## config.mk

```make
export PLATFORM = sky130hd
export DESIGN_NAME = decode_stage
export DESIGN_NICKNAME = d
export VERILOG_FILES = /design/src/rtl/decode_stage.sv
export SDC_FILE = /design/constraint.sdc
export NUM_CORES = 1
export LEC_CHECK = 0
export BUFFER_PORTS_ARGS = -buffer_cell sky130_fd_sc_hd__buf_2
export CELL_PAD_IN_SITES_DETAIL_PLACEMENT = 0
export CELL_PAD_IN_SITES_GLOBAL_PLACEMENT = 1
export CORE_ASPECT_RATIO = 1.75
export CORE_MARGIN = 1.5
export CORE_UTILIZATION = 33
export DETAILED_ROUTE_END_ITERATION = 8
export GPL_ROUTABILITY_DRIVEN = 1
export PLACE_DENSITY_LB_ADDON = 0.1
export SYNTH_ARGS = -nofsm -noshare
export SYNTH_HDL_FRONTEND = slang
export SYNTH_SLANG_ARGS = --single-unit
```

## constraint.sdc

```tcl
create_clock -name clk_i -period 5.65 [get_ports clk_i]
set_input_delay 0.565 -clock clk_i [delete_from_list [all_inputs] [get_ports clk_i]]
set_output_delay 0.565 -clock clk_i [all_outputs]
set_load 0.02 [all_outputs]
```

## src/rtl/decode_stage.sv

```systemverilog
// RV32I instruction-decode stage.
// Reads the register file (with same-edge writeback bypass), builds the
// sign-extended immediate and control bits, detects load-use hazards and
// owns the ID/EX register behind a valid/ready handshake.
// DATA_WIDTH is expected to be >= 32; immediates are sign-extended to it.
module decode_stage #(
  parameter int  DATA_WIDTH = 32,
  parameter int  REG_COUNT  = 32,
  localparam int AW         = $clog2(REG_COUNT)
) (
  input  logic                  clk_i,
  input  logic                  rst_i,
  input  logic                  flush_i,
  input  logic                  if_valid_i,
  output logic                  if_ready_o,
  input  logic [31:0]           if_instr_i,
  input  logic [DATA_WIDTH-1:0] if_pc_i,
  output logic                  rf_read_en_o,
  output logic [AW-1:0]         rf_raddr1_o,
  output logic [AW-1:0]         rf_raddr2_o,
  input  logic [DATA_WIDTH-1:0] rf_rdata1_i,
  input  logic [DATA_WIDTH-1:0] rf_rdata2_i,
  input  logic                  wb_we_i,
  input  logic [AW-1:0]         wb_waddr_i,
  input  logic [DATA_WIDTH-1:0] wb_wdata_i,
  output logic                  ex_valid_o,
  input  logic                  ex_ready_i,
  output logic [DATA_WIDTH-1:0] ex_pc_o,
  output logic [DATA_WIDTH-1:0] ex_rs1_data_o,
  output logic [DATA_WIDTH-1:0] ex_rs2_data_o,
  output logic [DATA_WIDTH-1:0] ex_imm_o,
  output logic [AW-1:0]         ex_rs1_o,
  output logic [AW-1:0]         ex_rs2_o,
  output logic [AW-1:0]         ex_rd_o,
  output logic [6:0]            ex_opcode_o,
  output logic [2:0]            ex_funct3_o,
  output logic                  ex_funct7b5_o,
  output logic                  ex_reg_write_o,
  output logic                  ex_mem_read_o,
  output logic                  ex_mem_write_o,
  output logic                  ex_illegal_o,
  output logic [31:0]           stall_cnt_o
);

  localparam logic [6:0] OPC_LUI    = 7'b0110111;
  localparam logic [6:0] OPC_AUIPC  = 7'b0010111;
  localparam logic [6:0] OPC_JAL    = 7'b1101111;
  localparam logic [6:0] OPC_JALR   = 7'b1100111;
  localparam logic [6:0] OPC_BRANCH = 7'b1100011;
  localparam logic [6:0] OPC_LOAD   = 7'b0000011;
  localparam logic [6:0] OPC_STORE  = 7'b0100011;
  localparam logic [6:0] OPC_OPIMM  = 7'b0010011;
  localparam logic [6:0] OPC_OP     = 7'b0110011;

  localparam logic [31:0] STALL_MAX = 32'hFFFF_FFFF;

  // Writeback bypass: x0 reads zero, a same-edge write wins over the array.
  function automatic logic [DATA_WIDTH-1:0] sel_operand(
    input logic [AW-1:0]         idx,
    input logic [DATA_WIDTH-1:0] rf_data,
    input logic                  we,
    input logic [AW-1:0]         waddr,
    input logic [DATA_WIDTH-1:0] wdata
  );
    logic [DATA_WIDTH-1:0] res;
    if (idx == {AW{1'b0}}) begin
      res = {DATA_WIDTH{1'b0}};
    end else if (we && (waddr == idx)) begin
      res = wdata;
    end else begin
      res = rf_data;
    end
    return res;
  endfunction

  // Instruction fields
  logic [6:0]  opcode_s;
  logic [2:0]  funct3_s;
  logic        funct7b5_s;
  logic [4:0]  rd_field_s;
  logic [AW-1:0] rs1_s;
  logic [AW-1:0] rs2_s;
  logic [AW-1:0] rd_s;

  assign opcode_s   = if_instr_i[6:0];
  assign funct3_s   = if_instr_i[14:12];
  assign funct7b5_s = if_instr_i[30];
  assign rd_field_s = if_instr_i[11:7];
  assign rs1_s      = AW'(if_instr_i[19:15]);
  assign rs2_s      = AW'(if_instr_i[24:20]);
  assign rd_s       = AW'(if_instr_i[11:7]);

  // Raw 32-bit immediates per format; sign bit is always instr[31]
  logic [31:0] imm_i_s, imm_s_s, imm_b_s, imm_u_s, imm_j_s;

  assign imm_i_s = {{20{if_instr_i[31]}}, if_instr_i[31:20]};
  assign imm_s_s = {{20{if_instr_i[31]}}, if_instr_i[31:25], if_instr_i[11:7]};
  assign imm_b_s = {{19{if_instr_i[31]}}, if_instr_i[31], if_instr_i[7],
                    if_instr_i[30:25], if_instr_i[11:8], 1'b0};
  assign imm_u_s = {if_instr_i[31:12], 12'd0};
  assign imm_j_s = {{11{if_instr_i[31]}}, if_instr_i[31], if_instr_i[19:12],
                    if_instr_i[20], if_instr_i[30:21], 1'b0};

  logic [31:0]           imm32_s;
  logic [DATA_WIDTH-1:0] imm_s;
  logic                  reg_write_s;
  logic                  mem_read_s;
  logic                  mem_write_s;
  logic                  illegal_s;
  logic                  rs1_used_s;
  logic                  rs2_used_s;

  // Opcode decode: immediate format, control bits and source-register usage
  always_comb begin
    imm32_s     = 32'd0;
    reg_write_s = 1'b0;
    mem_read_s  = 1'b0;
    mem_write_s = 1'b0;
    illegal_s   = 1'b0;
    rs1_used_s  = 1'b1;
    rs2_used_s  = 1'b0;
    case (opcode_s)
      OPC_LUI: begin
        imm32_s     = imm_u_s;
        reg_write_s = 1'b1;
        rs1_used_s  = 1'b0;
      end
      OPC_AUIPC: begin
        imm32_s     = imm_u_s;
        reg_write_s = 1'b1;
        rs1_used_s  = 1'b0;
      end
      OPC_JAL: begin
        imm32_s     = imm_j_s;
        reg_write_s = 1'b1;
        rs1_used_s  = 1'b0;
      end
      OPC_JALR: begin
        imm32_s     = imm_i_s;
        reg_write_s = 1'b1;
      end
      OPC_BRANCH: begin
        imm32_s    = imm_b_s;
        rs2_used_s = 1'b1;
      end
      OPC_LOAD: begin
        imm32_s     = imm_i_s;
        reg_write_s = 1'b1;
        mem_read_s  = 1'b1;
      end
      OPC_STORE: begin
        imm32_s     = imm_s_s;
        mem_write_s = 1'b1;
        rs2_used_s  = 1'b1;
      end
      OPC_OPIMM: begin
        imm32_s     = imm_i_s;
        reg_write_s = 1'b1;
      end
      OPC_OP: begin
        imm32_s     = 32'd0;
        reg_write_s = 1'b1;
        rs2_used_s  = 1'b1;
      end
      default: begin
        // Unsupported opcode: no side effects, flows down as illegal
        imm32_s   = 32'd0;
        illegal_s = 1'b1;
      end
    endcase
    // Writes to x0 are architecturally discarded
    if (rd_field_s == 5'd0) begin
      reg_write_s = 1'b0;
    end else begin
      reg_write_s = reg_write_s;
    end
  end

  assign imm_s = DATA_WIDTH'($signed(imm32_s));

  // Register-file read ports
  assign rf_read_en_o = if_valid_i;
  assign rf_raddr1_o  = rs1_s;
  assign rf_raddr2_o  = rs2_s;

  logic [DATA_WIDTH-1:0] op1_s;
  logic [DATA_WIDTH-1:0] op2_s;

  assign op1_s = sel_operand(rs1_s, rf_rdata1_i, wb_we_i, wb_waddr_i, wb_wdata_i);
  assign op2_s = sel_operand(rs2_s, rf_rdata2_i, wb_we_i, wb_waddr_i, wb_wdata_i);

  // Handshake: ID/EX may load when empty or when EX is draining it
  logic adv_s;
  logic hazard_s;
  logic capture_s;

  assign adv_s = ex_ready_i | ~ex_valid_o;

  // Load-use hazard against the load currently sitting in ID/EX
  always_comb begin
    hazard_s = 1'b0;
    if (flush_i) begin
      hazard_s = 1'b0;
    end else if (if_valid_i && ex_valid_o && ex_mem_read_o && (ex_rd_o != {AW{1'b0}})) begin
      hazard_s = (rs1_used_s && (rs1_s == ex_rd_o)) ||
                 (rs2_used_s && (rs2_s == ex_rd_o));
    end else begin
      hazard_s = 1'b0;
    end
  end

  // A flush consumes the incoming instruction, so IF may move on
  assign if_ready_o = flush_i | (adv_s & ~hazard_s);
  assign capture_s  = ~flush_i & adv_s & ~hazard_s & if_valid_i;

  // ID/EX valid flag and saturating load-use stall counter
  always_ff @(posedge clk_i or posedge rst_i) begin
    if (rst_i) begin
      ex_valid_o  <= 1'b0;
      stall_cnt_o <= 32'd0;
    end else if (flush_i) begin
      ex_valid_o <= 1'b0;
    end else if (adv_s && hazard_s) begin
      ex_valid_o <= 1'b0;
      if (stall_cnt_o != STALL_MAX) begin
        stall_cnt_o <= stall_cnt_o + 32'd1;
      end
    end else if (adv_s) begin
      ex_valid_o <= if_valid_i;
    end
  end

  // ID/EX payload, loaded only when a valid instruction is accepted
  always_ff @(posedge clk_i or posedge rst_i) begin
    if (rst_i) begin
      ex_pc_o        <= {DATA_WIDTH{1'b0}};
      ex_rs1_data_o  <= {DATA_WIDTH{1'b0}};
      ex_rs2_data_o  <= {DATA_WIDTH{1'b0}};
      ex_imm_o       <= {DATA_WIDTH{1'b0}};
      ex_rs1_o       <= {AW{1'b0}};
      ex_rs2_o       <= {AW{1'b0}};
      ex_rd_o        <= {AW{1'b0}};
      ex_opcode_o    <= 7'd0;
      ex_funct3_o    <= 3'd0;
      ex_funct7b5_o  <= 1'b0;
      ex_reg_write_o <= 1'b0;
      ex_mem_read_o  <= 1'b0;
      ex_mem_write_o <= 1'b0;
      ex_illegal_o   <= 1'b0;
    end else if (capture_s) begin
      ex_pc_o        <= if_pc_i;
      ex_rs1_data_o  <= op1_s;
      ex_rs2_data_o  <= op2_s;
      ex_imm_o       <= imm_s;
      ex_rs1_o       <= rs1_s;
      ex_rs2_o       <= rs2_s;
      ex_rd_o        <= rd_s;
      ex_opcode_o    <= opcode_s;
      ex_funct3_o    <= funct3_s;
      ex_funct7b5_o  <= funct7b5_s;
      ex_reg_write_o <= reg_write_s;
      ex_mem_read_o  <= mem_read_s;
      ex_mem_write_o <= mem_write_s;
      ex_illegal_o   <= illegal_s;
    end
  end

endmodule

```

==> results of run 1 <==
-- registers in the layout, indices dropped and copies added, names as in the netlist, 3 cells and up --
register / cells
ex_rs1_data_o: 32
ex_rs1_o: 5
ex_rd_o: 5
ex_opcode_o: 7
ex_funct3_o: 3
ex_rs2_o: 5
stall_cnt_o: 32
ex_imm_o: 32
ex_pc_o: 32
ex_rs2_data_o: 32
-- worst max-delay path: cells and delay by family --
family                 cells  cell delay [ns]
buffers and inverters      3             1.17
and+or+nand+nor            2             0.97
AOI/OAI and AO/OA          3             0.44
-- final timing paths --
kind	cells after the start	endpoint	slack [ns]
worst max register to register	5	ex_opcode_o[5]	2.41
worst min-delay path	2	ex_pc_o[3]	0.32
max in group asynchronous	3	ex_rs1_data_o[7]	3.97
worst max-delay path	8	if_ready_o	1.84
worst min register to register	1	stall_cnt_o[21]	0.49
min in group clk_i	2	ex_valid_o	0.34
-- power groups by stage --
| stage | clock network, W | logic, W | registers (W) |
|---|---|---|---|
| final | 0.00137 | 0.000797 | 0.00160 |
| after global routing | 0.00146 | 0.000858 | 0.00163 |
| after CTS | 0.00141 | 0.000810 | 0.00160 |
| after detailed placement | 0 | 0.000811 | 0.00163 |
| after global placement | 0 | 0.000809 | 0.00162 |
| after floorplan | 0 | 0.000296 | 0.00182 |
-- Yosys cell counts (9+ instances only) --
cell type / instances
a21oi_1: 25
buf_4: 11
buf_6: 13
clkbuf_1: 45
dfrtp_1: 191
inv_1: 9
mux2_2: 20
mux2_4: 39
mux2i_1: 64
nand2_1: 27
nand3_1: 16
nand4_1: 9
nor2_1: 19
nor3_1: 15
nor4_1: 10
o21ai_0: 142
o31ai_1: 65
xnor2_1: 22
xor2_1: 29
-- cells in the final DEF (no fill, tap or decap), drive strengths merged, types with 9 or more instances in the layout --
master | netlist | layout
o21ai | 142 | 142
xor2 | 29 | 29
dfrtp | 191 | 191
clkbuf | 45 | 17
a21oi | 26 | 26
inv | 9 | 12
nand4 | 9 | 9
or4 | 9 | 9
o31ai | 65 | 65
buf | 33 | 378
mux2i | 64 | 64
nor2 | 19 | 19
nor3 | 15 | 15
nand2 | 27 | 27
mux2 | 59 | 59
xnor2 | 22 | 22
nand3 | 16 | 16
nor4 | 11 | 11
-- layer usage --
| metal | GRT usage, % | share of wire [%] |
|---|---|---|
| met1 | 25.1 | 41 |
| met2 | 35.3 | 51 |
| met3 | 4.89 | 5.5 |
| met4 | 7.85 | 2.3 |
| met5 | 0 | 0 |
-- cells by family after synthesis --
family	after synthesis	share of synthesized area [%]
DFF	191	51.4
buffers and inverters	87	5.12
muxes	123	15.6
AOI/OAI and AO/OA	244	15.4
xor gates and xnor gates	51	4.81
adders and majority gates	1	0.135
and+or+nand+nor	129	7.48
-- final cells by class --
| type | count | area [sq um] | area share (%) |
|---|---|---|---|
| Timing Repair Buffer | 378 | 1940 | 16.2 |
| Clock inverter | 15 | 233 | 1.95 |
| Inverter | 9 | 37.5 | 0.314 |
| Clock buffer | 17 | 425 | 3.56 |
| Sequential cell | 191 | 4780 | 39.9 |
| Antenna cell | 2 | 5.00 | 0.0418 |
| Tap cell | 373 | 467 | 3.90 |
| Multi-Input combinational cell | 548 | 4080 | 34.1 |
-- metrics by stage --
stage	hold slack (ns)	instances	util [%]	worst slack [ns]	power, W
2_1_floorplan	0.595	826	-	2.62	0.00211
3_3_place_gp	0.476	1499	40.5	1.90	0.00243
3_5_place_dp	0.485	1499	40.5	1.85	0.00244
4_1_cts	0.309	1531	42.9	1.84	0.00382
5_1_grt	0.318	1533	42.9	1.71	0.00395
6_report	0.320	1533	42.9	1.84	0.00377
==> results.toml, run 1 <==
[sta]
finalClockSkew_ns = 0.00972
tightest_slew_ns = 1.11
finalSetupViolations = 0
relSlewSlack_pct = 26.0
fin_tns_setup_ns = 0
rsz0062_at_grt = "false"
final_max_slew_viol_count = 0
min_period_ns = 3.81
period_share_pct = 67.5
hold_viol_final = 0
clock.fmax_mhz = 262

[yosys]
syn_area_sq_um = 9300
async_flop_share_pct = 100
synth_edf_count = 0
yosys_warnings = 0
netlist_top_cells_area = "dfrtp_1, o21ai_0, mux2i_1"
ys_seq_area_share_pct = 51.4
yosys.area.top_type_share_pct = 51.4
synth_nets = 998
synthDistinctLibCells = 46
avgSynthCellArea_sq_um = 11.3
synth-seq-cells = 191
yosys.area.top_type = "dfrtp_1"
syn_inst = 826
ys.flop_type = "dfrtp_1"

[floorplanning]
rows = 81
die_x_microns = 130
start_util_pct = 33.4
die_area_sq_um = 29200
die_h_microns = 225
io_pins = 374
coreArea_sq_um = 27900

[pwr]
pwr-share-seq_pct = 42.6
ir_drop_mv = 0.216
power_switching_w = 0.00114
p_int_w = 0.00263
netSwitchingFraction_pct = 30.3
power.density_nw_per_um2 = 315
comb_power_share_pct = 21.1
leakagePower_nw = 5.71
p_clk_share_pct = 36.3

[placement]
gp_congestion = 0.797
dpl_cell_area_sq_um = 11300
hpwl_microns = 20900
portBuffers = 373

[global_route]
antenna_found_initial = 2
grt_max_degree = 151
grt_pass1_vias = 7833
grt-ovfl-total = 0
grtUsageTotal_pct = 20.7
grt_pass1_wl_microns = 45800

[setup_path]
cp-end-kind = "primary output"
required_ns = 5.09
reg2reg_from = "ex_valid_o"
crit_path_start_kind = "primary input"
max_stage_delay_ns = 0.86
worstPathMaxFanout = 105
path_class = "in -> out"
cpMaxStageDelayCell = "buf_4"
cp_cell_sequence = "buf_2 -> nor2b_1 -> o2111ai_2 -> or4_1 -> o41ai_2 -> buf_4 -> o21bai_1 -> buf_2"
crit_path_start = "flush_i"
crit_top_cell = "buf_2"
arrival_ns = 3.25

[finish]
area_growth_pct = 28.7
nFillCells = 2749
drive_gt1_share_pct = 41.8
final_area_sq_um = 12000
finalNetCount = 1317

[drt]
drt_iter0_markers = 384
via_per_inst = 5.03
vias = 7708
drc_errors = 0
wire_per_inst_microns = 19.8
drtAntennaViolNets = 0
wirelength_microns = 30400
first_pass_iters = 5

[clock_network]
numCtsBuffers = 17
cts.path.max_buffers = 2
cts.sink_count = 191
path_clk_slew_ns = 0.07
tritoncts = "yes"
cts_hold_buf = 0
worstSkewPairLatency_ns = 0.45
cts_setup_buffers = 0
htreeDepth = 4
cts-root-buf = "clkbuf_16"
cts_resized = 0

[min_path]
min_path_type = "in -> async"

[outcome]
status = "finished, final reports clean"

[job]
cap_violations = 0
(Power assumes the default switching activity.)
==> inputs of run 2 (changes only) <==
--- a/config.mk
+++ b/config.mk
@@ -5,12 +5,13 @@
 export SDC_FILE = /design/constraint.sdc
 export NUM_CORES = 1
 export LEC_CHECK = 0
+export ABC_AREA = 1
 export BUFFER_PORTS_ARGS = -buffer_cell sky130_fd_sc_hd__buf_2
 export CELL_PAD_IN_SITES_DETAIL_PLACEMENT = 0
 export CELL_PAD_IN_SITES_GLOBAL_PLACEMENT = 1
 export CORE_ASPECT_RATIO = 1.75
 export CORE_MARGIN = 1.5
-export CORE_UTILIZATION = 33
+export CORE_UTILIZATION = 35
 export DETAILED_ROUTE_END_ITERATION = 8
 export GPL_ROUTABILITY_DRIVEN = 1
 export PLACE_DENSITY_LB_ADDON = 0.1
==> constraint.sdc (replaced) <==
create_clock -name clk_i -period 3.8 [get_ports clk_i]
set_input_delay 0.38 -clock clk_i [delete_from_list [all_inputs] [get_ports clk_i]]
set_output_delay 0.38 -clock clk_i [all_outputs]
set_load 0.02 [all_outputs]
==> results.toml, run 2 <==
[sta]
min_period_ns = 2.56
tightest_slew_ns = 1.04
finalClockSkew_ns = 0.0108
period_share_pct = 67.4
fin_tns_setup_ns = 0
relSlewSlack_pct = 30.7
hold_viol_final = 0
clock.fmax_mhz = 390
final_max_slew_viol_count = 0
rsz0062_at_grt = "false"
finalSetupViolations = 0
finalWorstSetupSlack_ns = 1.24

[pwr]
pwr-share-seq_pct = 44.1
comb_power_share_pct = 22.3
ir_drop_mv = 0.322
leakagePower_nw = 7.46
p_clk_share_pct = 33.7
p_int_w = 0.00366
power.density_nw_per_um2 = 418
power_switching_w = 0.00175
netSwitchingFraction_pct = 32.3

[setup_path]
reg2regPathDepth = 10
ff2ff_setup_slack_ns = 1.24
reg2reg_from = "stall_cnt_o[1]"
path_class = "reg -> reg"
required_ns = 4.14
max_stage_delay_ns = 0.71
cp-end-kind = "register"
crit_path_start_kind = "register"
cp_cell_sequence = "ha_1 -> nand3_1 -> inv_1 -> nand2_1 -> inv_1 -> nand2_1 -> nor3_1 -> inv_1 -> nand3_1 -> nand2_1"
cpMaxStageDelayCell = "nor3_1"
arrival_ns = 2.90
rr_endpoint = "stall_cnt_o[3]"
worstPathMaxFanout = 5

[yosys]
synth_xor_area_share_pct = 1.11
synth-seq-cells = 191
synthDistinctLibCells = 30
synthTopCellsByCount = "nand2_1, inv_1, dfrtp_1"
synth_top_family_by_area = "simple AND/OR/NAND/NOR gates"
synth_nets = 1532
netlist_top_cells_area = "dfrtp_1, nand2_1, inv_1"
syn_inst = 1360
synthAdderAreaFrac_pct = 0.122
synth_edf_count = 0
avgSynthCellArea_sq_um = 7.57
ys.flop_type = "dfrtp_1"
muxShareOfSynthArea_pct = 0
syn_area_sq_um = 10300
yosys.area.top_type = "dfrtp_1"
synth_compound_area_share_pct = 13.1
synthMostInstantiatedCell = "nand2_1"
yosys_warnings = 0
async_flop_share_pct = 100
ys_seq_area_share_pct = 46.4
yosys.area.top_type_share_pct = 46.4
synthSimpleGateAreaFrac_pct = 25.7

[clock_network]
cts_hold_buf = 0
path_clk_slew_ns = 0.07
cts_setup_buffers = 0
cts.path.max_buffers = 2
numCtsBuffers = 17
cts-root-buf = "clkbuf_16"
cts_resized = 0
worstSkewPairLatency_ns = 0.45
htreeDepth = 4
cts.sink_count = 191
tritoncts = "yes"

[global_route]
antenna_found_initial = 8
grt_pass1_wl_microns = 54100
grt-ovfl-total = 0
grt_max_degree = 55
grtUsageTotal_pct = 23.2
grt_pass1_vias = 9562

[finish]
final_area_sq_um = 12900
finalNetCount = 1873
final_cell_mix = "nand2_1, buf_2, inv_1"
drive_gt1_share_pct = 28.2
final_common_cell = "nand2_1"
nFillCells = 3129
multi_input_area_sq_um = 4130
layout.area.seq_sq_um = 4780
area_growth_pct = 25.8

[min_path]
min_path_type = "in -> reg"
holdPathStages = 2
hold_end = "ex_valid_o"
min_from = "flush_i"

[floorplanning]
io_pins = 374
die_area_sq_um = 30500
die_x_microns = 133
die_h_microns = 230
rows = 82
start_util_pct = 35.7
coreArea_sq_um = 28800

[drt]
drc_errors = 0
wire_per_inst_microns = 16.7
via_per_inst = 4.64
drtAntennaViolNets = 0
drt_iter0_markers = 419
first_pass_iters = 6
vias = 9711
wirelength_microns = 35000

[placement]
dp_slack_ns = 1.07
portBuffers = 373
hpwl_microns = 27100
gp_congestion = 0.842
dpl_cell_area_sq_um = 12400

[job]
cap_violations = 0

[outcome]
status = "finished, final reports clean"
## run 2: cell count changes after synthesis, moves of 65 or more
| cell | previous run | this run |
|---|---|---|
| nand2_1 | 27 | 404 |
| inv_1 | 9 | 235 |
| o21ai_0 | 142 | 6 |
| o21ai_1 | 0 | 113 |
| nand3_1 | 16 | 112 |
| o31ai_1 | 65 | 0 |
## run 2: metrics by stage
step / total power, W / hold slack, ns / utilization [%] / cells
after floorplan: 0.00315 / 0.475 / - / 1360
after global placement: 0.00363 / 0.461 / 42.9 / 2060
after detailed placement: 0.00364 / 0.463 / 42.9 / 2060
after CTS: 0.00549 / 0.103 / 44.9 / 2089
after global routing: 0.00568 / 0.136 / 44.9 / 2092
final: 0.00541 / 0.135 / 44.9 / 2092
## run 2: cell families (layout without fill, tap and decap cells)
kind of cell               after synthesis  in the layout
DFF                                    191            191
other                                    0              3
AOI/OAI and AO/OA                      214            214
adders and majority gates                1              1
and+or+nand+nor                        633            633
xor gates and xnor gates                13             13
buffers and inverters                  308            659
## run 2: worst max-delay path by stage
stage	cells past startpoint	from	endpoint
finish	10	stall_cnt_o[1]	stall_cnt_o[3]
detailed placement	13	if_instr_i[0]	ex_imm_o[16]
global placement	13	if_instr_i[1]	ex_imm_o[16]
CTS	10	stall_cnt_o[1]	stall_cnt_o[12]
global route	10	stall_cnt_o[1]	stall_cnt_o[3]
floorplan	1	rst_i	ex_funct3_o[0]
## run 2: cell type report
class                           instances  share of cell area (%)
Timing Repair Buffer                  391                    16.1
Clock buffer                           20                    3.53
Clock inverter                          9                   0.850
Antenna cell                            3                  0.0580
Multi-Input combinational cell        861                    31.9
Inverter                              239                    6.96
Tap cell                              378                    3.65
Sequential cell                       191                    36.9
## run 2: worst max-delay path, delay by kind of cell (launching register included)
family,cells,cell delay [ns]
buf+inv,3,0.46
simple gates,6,1.33
fa+ha+maj,1,0.23
flops,1,0.45
## run 2: routing by layer
metal / global-route usage [%] / vias up / part of all wire (%)
li1: - / 4907 / -
met1: 25.0 / 4477 / 38
met2: 43.1 / 266 / 54
met3: 5.56 / 53 / 5.6
met4: 9.24 / 8 / 2.6
met5: 0 / - / 0.15
## run 2: power by group through the flow
| stage | clock, W | sequential [W] | combinational [W] |
|---|---|---|---|
| floorplan | 0 | 0.00268 | 0.000467 |
| global placement | 0 | 0.00241 | 0.00122 |
| detailed placement | 0 | 0.00242 | 0.00123 |
| CTS | 0.00188 | 0.00238 | 0.00123 |
| global route | 0.00195 | 0.00241 | 0.00132 |
| finish | 0.00182 | 0.00238 | 0.00120 |
==> inputs of run 3 (changes only) <==
--- a/config.mk
+++ b/config.mk
@@ -11,7 +11,7 @@
 export CELL_PAD_IN_SITES_GLOBAL_PLACEMENT = 1
 export CORE_ASPECT_RATIO = 1.75
 export CORE_MARGIN = 1.5
-export CORE_UTILIZATION = 35
+export CORE_UTILIZATION = 32
 export DETAILED_ROUTE_END_ITERATION = 8
 export GPL_ROUTABILITY_DRIVEN = 1
 export PLACE_DENSITY_LB_ADDON = 0.1
==> constraint.sdc (replaced) <==
create_clock -name clk_i -period 2.1 [get_ports clk_i]
set_input_delay 0.21 -clock clk_i [delete_from_list [all_inputs] [get_ports clk_i]]
set_output_delay 0.21 -clock clk_i [all_outputs]
set_load 0.02 [all_outputs]
==> results.toml, run 3 (synthesized netlist as in run 2, its figures left out) <==
[outcome]
status = "finished, final reports clean"

[placement]
hpwl_microns = 27500
gp_congestion = 0.842
dpl_cell_area_sq_um = 12900
portBuffers = 373
dp_slack_ns = -0.0366

[setup_path]
path_class = "reg -> out"
cp_top_family = "simple AND/OR/NAND/NOR gates"
max_stage_delay_ns = 0.43
crit_top_cell = "nand2_2"
path_depth = 11
arrival_ns = 1.86
worstPathMaxFanout = 5
cp-end-kind = "primary output"
reg2regPathDepth = 10
crit_path_start_kind = "register"
cpMaxStageDelayCell = "dfrtp_1"
cp_cell_sequence = "inv_1 -> nand2_1 -> nand4_1 -> nor2_1 -> nand2_2 -> nand2_2 -> buf_6 -> nand2_4 -> nand2_2 -> nand2_2 -> buf_6"
required_ns = 1.89
ff2ff_setup_slack_ns = 0.12
cp_num_buf_inv = 3

[global_route]
antenna_found_initial = 4
grt_pass1_wl_microns = 54900
grtUsageTotal_pct = 21.4
grt_max_degree = 97
grt_pass1_vias = 9874
grt-ovfl-total = 0

[job]
cap_violations = 0

[drt]
first_pass_iters = 5
via_per_inst = 4.57
drc_errors = 0
drtAntennaViolNets = 0
vias = 10100
highest_layer = "met5"
wire_per_inst_microns = 16.2
wl_met1_microns = 13800
wl_met3_microns = 2000
drt_iter0_markers = 379
route.met2.wl_microns = 19000
wirelength_microns = 35800

[floorplanning]
coreArea_sq_um = 31500
die_area_sq_um = 33300
die_h_microns = 240
io_pins = 374
start_util_pct = 32.6
die_x_microns = 139
rows = 86

[min_path]
min_path_type = "in -> reg"
holdPathStages = 3

[finish]
drive_gt1_share_pct = 30.8
final_area_sq_um = 13900
final_cell_mix = "nand2_1, buf_2, inv_1"
final_common_cell = "nand2_1"
finalNetCount = 1967
area_growth_pct = 34.8
fin_util_pct = 44.0

[sta]
rsz0062_at_grt = "true"
finalWorstSetupSlack_ns = 0.0258
relSlewSlack_pct = 58.5
tightest_slew_ns = 0.621
clock.fmax_mhz = 482
min_period_ns = 2.07
final_max_slew_viol_count = 0
hold_viol_final = 0
period_share_pct = 98.8
finalClockSkew_ns = 0.00607
finalSetupViolations = 0

[clock_network]
htreeDepth = 4
cts.path.max_buffers = 2
cts-root-buf = "clkbuf_16"
path_clk_slew_ns = 0.07
worstSkewPairLatency_ns = 0.45
cts.sink_count = 191
numCtsBuffers = 17
tritoncts = "yes"

[pwr]
power_w = 0.00997
power.density_nw_per_um2 = 719
leakagePower_nw = 7.93
ir_drop_mv = 0.575
==> run 3: changes by cell type in the layout (fill, tap and decap cells not counted), sizes merged <==
cell,change
diode,-2
clkinv,-1
inv,+2
dlygate4sd3,+32
clkbuf,-2
clkinvlp,+4
buf,+62
==> run 3: area by class of cell <==
class / count / area [sq um]
diodes: 1 / 2.50
clock buffers: 18 / 439
clock inverters: 14 / 158
fillers: 3320 / 17700
inverters: 239 / 901
multi-input cells: 861 / 4150
flip-flops and latches: 191 / 4780
well taps: 396 / 495
repair buffers: 485 / 2940
==> run 3: per-stage QoR <==
stage                     hold slack [ns]  setup TNS (ns)  cells
after floorplan                     0.305         -109.34   1360
after global placement              0.426               0   2137
after detailed placement            0.427          -0.257   2137
after CTS                         0.00668         -0.0534   2204
after global routing              0.00622         -0.0946   2204
final                              0.0241               0   2205
==> run 3: worst paths after layout <==
check,startpoint,end
worst max-delay path,ex_rd_o[4],if_ready_o
worst min-delay path,if_pc_i[24],ex_pc_o[24]
worst max register to register,stall_cnt_o[7],stall_cnt_o[29]
worst min register to register,ex_pc_o[17],ex_pc_o[17]
max in group asynchronous,rst_i,ex_rs2_data_o[22]
min in group asynchronous,rst_i,ex_opcode_o[1]
==> run 3: power breakdown <==
| group | leakage, nW | internal [W] | total [W] | switching, W |
|---|---|---|---|---|
| clock | 0.283 | 0.00181 | 0.00340 | 0.00159 |
| sequential | 2.32 | 0.00407 | 0.00431 | 0.000234 |
| combinational | 5.33 | 0.000816 | 0.00226 | 0.00145 |
| total | 7.93 | 0.00670 | 0.00997 | 0.00327 |
==> run 3: routing by layer <==
| metal | global-route usage (%) | vias up |
|---|---|---|
| li1 | - | 5097 |
| met5 | 0 | - |
| met3 | 4.58 | 52 |
| met4 | 8.36 | 6 |
| met2 | 39.4 | 301 |
| met1 | 23.9 | 4619 |
==> run 3: worst register-to-register path, stage by stage (launching register included) <==
cell      delay [ns]
dfrtp_1         0.37
inv_1           0.07
nor3_1          0.25
buf_4           0.17
nand3_1         0.14
nor2_1          0.22
nand2_1         0.16
nor2_1          0.20
nand2_1         0.10
o21bai_1        0.15
nand2_1         0.06
==> run 3: timing repair <==
item	in CTS	in global routing
endpoints found under the setup margin	2	22
pin swaps	5	5
endpoints found under the hold margin	141	0
hold buffers	32	0
setup buffers	3	0
gates resized for setup	7	7
